--- config.mk ---
export PLATFORM = sky130hd
export DESIGN_NAME = writeback_reorder_buffer
export DESIGN_NICKNAME = d
export VERILOG_FILES = /design/src/rtl/writeback_reorder_buffer.sv
export SDC_FILE = /design/constraint.sdc
export NUM_CORES = 1
export LEC_CHECK = 0
export CAP_MARGIN = 20
export CORE_MARGIN = 1
export CORE_UTILIZATION = 40
export CTS_BUF_LIST = sky130_fd_sc_hd__clkbuf_8
export DETAILED_ROUTE_END_ITERATION = 16
export GPL_TIMING_DRIVEN = 0
export PLACE_DENSITY = 0.54
export SKIP_CTS_REPAIR_TIMING = 1
export SYNTH_ARGS = -nofsm -noshare
export SYNTH_HDL_FRONTEND = slang
export SYNTH_SLANG_ARGS = --single-unit
--- constraint.sdc ---
create_clock -name clk -period 5.6 [get_ports clk]
set_input_delay 1.12 -clock clk [delete_from_list [all_inputs] [get_ports clk]]
set_output_delay 1.12 -clock clk [all_outputs]
set_load 0.03 [all_outputs]
--- src/rtl/writeback_reorder_buffer.sv ---
// rtl/writeback_reorder_buffer.sv - in-order writeback commit buffer
// Results complete out of order by tag and retire in allocation order, one per cycle.
module writeback_reorder_buffer #(
  parameter int WORD_WIDTH           = 32,
  parameter int REGISTER_INDEX_WIDTH = 5,
  parameter int NUM_ENTRIES          = 8,
  parameter int TAG_WIDTH            = 3
) (
  input  logic                            clk,
  input  logic                            reset,
  input  logic                            alloc_valid,
  input  logic [REGISTER_INDEX_WIDTH-1:0] alloc_dest_idx,
  output logic                            alloc_ready,
  output logic [TAG_WIDTH-1:0]            alloc_tag,
  input  logic                            complete_valid,
  input  logic [TAG_WIDTH-1:0]            complete_tag,
  input  logic [WORD_WIDTH-1:0]           complete_data,
  input  logic                            flush,
  output logic                            wb_write_enable,
  output logic [REGISTER_INDEX_WIDTH-1:0] wb_write_idx,
  output logic [WORD_WIDTH-1:0]           wb_write_data,
  output logic [TAG_WIDTH:0]              count,
  output logic                            empty,
  output logic                            full
);

  localparam logic [TAG_WIDTH:0] FULL_COUNT = (TAG_WIDTH+1)'(NUM_ENTRIES);

  logic [NUM_ENTRIES-1:0]          valid_q, valid_d;
  logic [NUM_ENTRIES-1:0]          done_q, done_d;
  logic [REGISTER_INDEX_WIDTH-1:0] dest_q [NUM_ENTRIES];
  logic [WORD_WIDTH-1:0]           data_q [NUM_ENTRIES];
  logic [TAG_WIDTH-1:0]            head_q, head_d;
  logic [TAG_WIDTH-1:0]            tail_q, tail_d;
  logic [TAG_WIDTH:0]              count_q, count_d;
  logic                            wb_we_q;
  logic [REGISTER_INDEX_WIDTH-1:0] wb_idx_q;
  logic [WORD_WIDTH-1:0]           wb_data_q;

  logic do_alloc, do_complete, do_commit;

  assign full        = (count_q == FULL_COUNT);
  assign empty       = (count_q == '0);
  assign count       = count_q;
  assign alloc_ready = !full;
  assign alloc_tag   = tail_q;

  assign do_alloc    = alloc_valid && !full;
  assign do_complete = complete_valid && valid_q[complete_tag] && !done_q[complete_tag];
  // Commit decision uses only registered state, so a completion lands one cycle before retiring.
  assign do_commit   = valid_q[head_q] && done_q[head_q];

  assign wb_write_enable = wb_we_q;
  assign wb_write_idx    = wb_idx_q;
  assign wb_write_data   = wb_data_q;

  always_comb begin
    valid_d = valid_q;
    done_d  = done_q;
    if (do_commit) begin
      valid_d[head_q] = 1'b0;
      done_d[head_q]  = 1'b0;
    end
    if (do_complete) begin
      done_d[complete_tag] = 1'b1;
    end
    if (do_alloc) begin
      valid_d[tail_q] = 1'b1;
      done_d[tail_q]  = 1'b0;
    end
    head_d  = do_commit ? head_q + TAG_WIDTH'(1) : head_q;
    tail_d  = do_alloc ? tail_q + TAG_WIDTH'(1) : tail_q;
    count_d = count_q + (TAG_WIDTH+1)'(do_alloc) - (TAG_WIDTH+1)'(do_commit);
  end

  always_ff @(posedge clk) begin
    if (reset || flush) begin
      valid_q <= '0;
      done_q  <= '0;
      head_q  <= '0;
      tail_q  <= '0;
      count_q <= '0;
      wb_we_q <= 1'b0;
      if (reset) begin
        wb_idx_q  <= '0;
        wb_data_q <= '0;
      end
    end else begin
      valid_q <= valid_d;
      done_q  <= done_d;
      head_q  <= head_d;
      tail_q  <= tail_d;
      count_q <= count_d;
      // Register 0 is hardwired zero: the entry retires but never writes.
      wb_we_q <= do_commit && (dest_q[head_q] != '0);
      if (do_commit) begin
        wb_idx_q  <= dest_q[head_q];
        wb_data_q <= data_q[head_q];
      end
      if (do_complete) begin
        data_q[complete_tag] <= complete_data;
      end
      if (do_alloc) begin
        dest_q[tail_q] <= alloc_dest_idx;
      end
    end
  end

endmodule

==> flow_metrics.env <==
export IMPL_status="finished, final reports clean"
export IMPL_synth_edf_count=333
export IMPL_fillers=2903
export IMPL_finalWirelength_mm=32.4
export IMPL_clkSinkCount=363
export IMPL_vias_per_cell=5.20
export IMPL_synthCells=726
export IMPL_drive_above_1_share=0.213
export IMPL_critPathMaxFanout=17
export IMPL_grtUsageMet3=0.0354
export IMPL_clkTransAtPathRegs_ns=0.06
export IMPL_ant_nets=0
export IMPL_yosysWarningCount=0
export IMPL_ys_seq_area_frac=0.752
export IMPL_clkLatencyLatePin_ns=0.62
export IMPL_antenna_found_initial=1
export IMPL_ys_ff_latch=363
export IMPL_pwr_share_seq=0.561
export IMPL_clock_power_share=0.405
export IMPL_final_core_util=0.491
export IMPL_tightest_slew_ns=1.08
export IMPL_io_pin_count=93
export IMPL_synth_area_per_cell_sq_um=19.4
export IMPL_portBuffers=91
export IMPL_synth_top_area_cell="edfxtp_1"
export IMPL_synth_top_cell_area_share=0.709
export IMPL_powerDensity_nw_per_um2=313
export IMPL_use_met2=0.309
export IMPL_rsz0062_at_grt="false"
export IMPL_synth_cell_types=52
export IMPL_yosysMostFrequentCell="edfxtp_1"
export IMPL_hold_viol=0
export IMPL_power_frac_comb=0.034
export IMPL_drt_iter0_drc=579
export IMPL_synth_nets=780
export IMPL_cts_max_path_buffers=3
export IMPL_synthTopCellsByArea="edfxtp_1, mux4_2, dfxtp_1"
export IMPL_layout_worst_path_cycle_share=0.608
export IMPL_swShare=0.216
export IMPL_synth_top_cells_by_count="edfxtp_1, mux4_2, nor2_1"
export IMPL_grt_pass1_vias=7797
export IMPL_gp_congestion=0.869
export IMPL_cts_buffers=59
export IMPL_ys_flop_type="edfxtp_1"
export IMPL_overflow=0
export IMPL_max_freq_ghz=0.294
export IMPL_met1_usage=0.247
export IMPL_row_count=68
export IMPL_required_ns=5.89
export IMPL_initial_core_util=0.407
export IMPL_core_sq_um=34600
export IMPL_die_width_um=190
export IMPL_final_nets=951
export IMPL_grt_busiest_layer="met2"
export IMPL_critPathCaptureType="flop"
export IMPL_grt_pass1_wl_mm=48.6
export IMPL_syn_cell_area_sq_um=14100
export IMPL_fin_total_pwr_uw=5310
export IMPL_hp_class="reg2reg"
export IMPL_globalRouteTotalUtil=0.185
export IMPL_root_buffer="clkbuf_8"
export IMPL_wl_per_cell_um=23.1
export IMPL_cp_arrival_ns=3.70
export IMPL_p_leak_uw=0.00536
export IMPL_grt_max_degree=38
export IMPL_max_vdd_ir_drop_mv=0.203
export IMPL_slew_violations=0
export IMPL_first_pass_iters=5
export IMPL_async_reset_ff_frac=0
export IMPL_via_count=7275
export IMPL_cp_start_kind="input port"
export IMPL_cts_tree="yes"
export IMPL_cap_violations=0
export IMPL_die_area_sq_um=36000
export IMPL_post_route_min_period_ns=3.41
export IMPL_place_hpwl_mm=20.3
export IMPL_area_growth_syn_to_layout_pct=20.6
export IMPL_switchingPower_uw=1150
export IMPL_die_y_um=190
export IMPL_cts_max_level=2
export IMPL_drc_errors=0
export IMPL_internal_power_uw=4160
export IMPL_max_slew_margin=0.272
export IMPL_finClkSkew_ns=0.0310
export IMPL_crit_type="in2reg"
export IMPL_setup_violations=0
export IMPL_regToRegSetupSlack_ns=2.92
logic make-up (layout without fill, tap and decap cells):
family	after synthesis	count (layout)	synth area share
DFF	363	363	0.752
xor gates and xnor gates	5	5	0.00311
and+or+nand+nor	138	138	0.0459
buffers and inverters	53	270	0.0175
adders and majority gates	9	9	0.00852
other	0	1	0
AOI/OAI and AO/OA	38	38	0.0194
muxes	120	120	0.154
power by group through the flow:
stage / clock network (uW) / registers [uW] / logic [uW]
6_report: 2150 / 2980 / 179
5_1_grt: 2320 / 2980 / 192
4_1_cts: 2210 / 2980 / 179
3_5_place_dp: 0 / 3040 / 178
3_3_place_gp: 0 / 3040 / 171
2_1_floorplan: 0 / 3070 / 41.9
metrics by stage:
stage,setup slack [ns],area (sq um),cells,hold WS (ns),TNS (ns)
floorplan,0.814,14100,726,0.448,0
global placement,-2.90,15600,1272,0.463,-255.29
detailed placement,1.54,15900,1290,0.469,0
CTS,2.18,17000,1397,0.480,0
global route,2.03,17000,1398,0.513,0
finish,2.19,17000,1399,0.486,0
state kept, by name, summed over array words and instances (netlist names), named ones only:
signal           cells
count                4
head_q               3
wb_write_idx         5
wb_write_data       32
valid_q              8
data_q             256
done_q               8
alloc_tag            3
dest_q              40
wb_write_enable      1
layout make-up:
class,count,area (sq um),share of cell area
Multi-Input combinational cell,310,3290,0.194
Tap cell,455,569,0.0335
Clock buffer,59,812,0.0478
Sequential cell,363,10600,0.624
Inverter,15,56.3,0.00331
Clock inverter,48,288,0.0169
Antenna cell,1,2.50,0.000147
Buffer,38,190,0.0112
Timing Repair Buffer,110,1180,0.0697
cells in the final DEF (no fill, tap or decap), drive strengths merged, types with 2 or more instances in the layout:
cell type	synthesis	layout
clkdlybuf4s50	0	91
nand3b	3	3
a221oi	2	2
dfxtp	30	30
o22ai	2	2
nand2b	6	6
a22oi	2	2
clkbuf	17	76
nor2b	6	6
a21o	2	2
inv	15	34
mux2i	44	44
buf	21	40
or2	2	2
o2111ai	4	4
nor2	65	65
o21ai	10	10
nor3	5	5
nand3	11	11
a21oi	7	7
xnor2	3	3
and3	2	2
bufinv	0	3
ha	8	8
nand4	5	5
edfxtp	333	333
xor2	2	2
and2	2	2
nand2	25	25
clkinv	0	25
mux4	76	76
metal layers:
layer | part of all wire | vias to the layer above
li1 | - | 3260
met1 | 0.44 | 3760
met2 | 0.49 | 200
met3 | 0.049 | 55
met4 | 0.022 | 0
met5 | 0 | -
final timing paths:
kind                   to  cells past startpoint            start
max          data_q[5][8]                      9  complete_tag[0]
min             done_q[6]                      2        done_q[6]
max reg2reg      count[2]                     10        done_q[1]
min reg2reg     done_q[6]                      2        done_q[6]
worst max-delay path, stage by stage:
cell             delay (ns)
clkdlybuf4s50_1        0.50
buf_4                  0.20
nand2_1                0.16
o22ai_1                0.23
o31ai_1                0.15
or2_1                  0.26
buf_2                  0.20
nor2_4                 0.58
buf_12                 0.26
No activity file was read; power rests on OpenSTA's default activity.
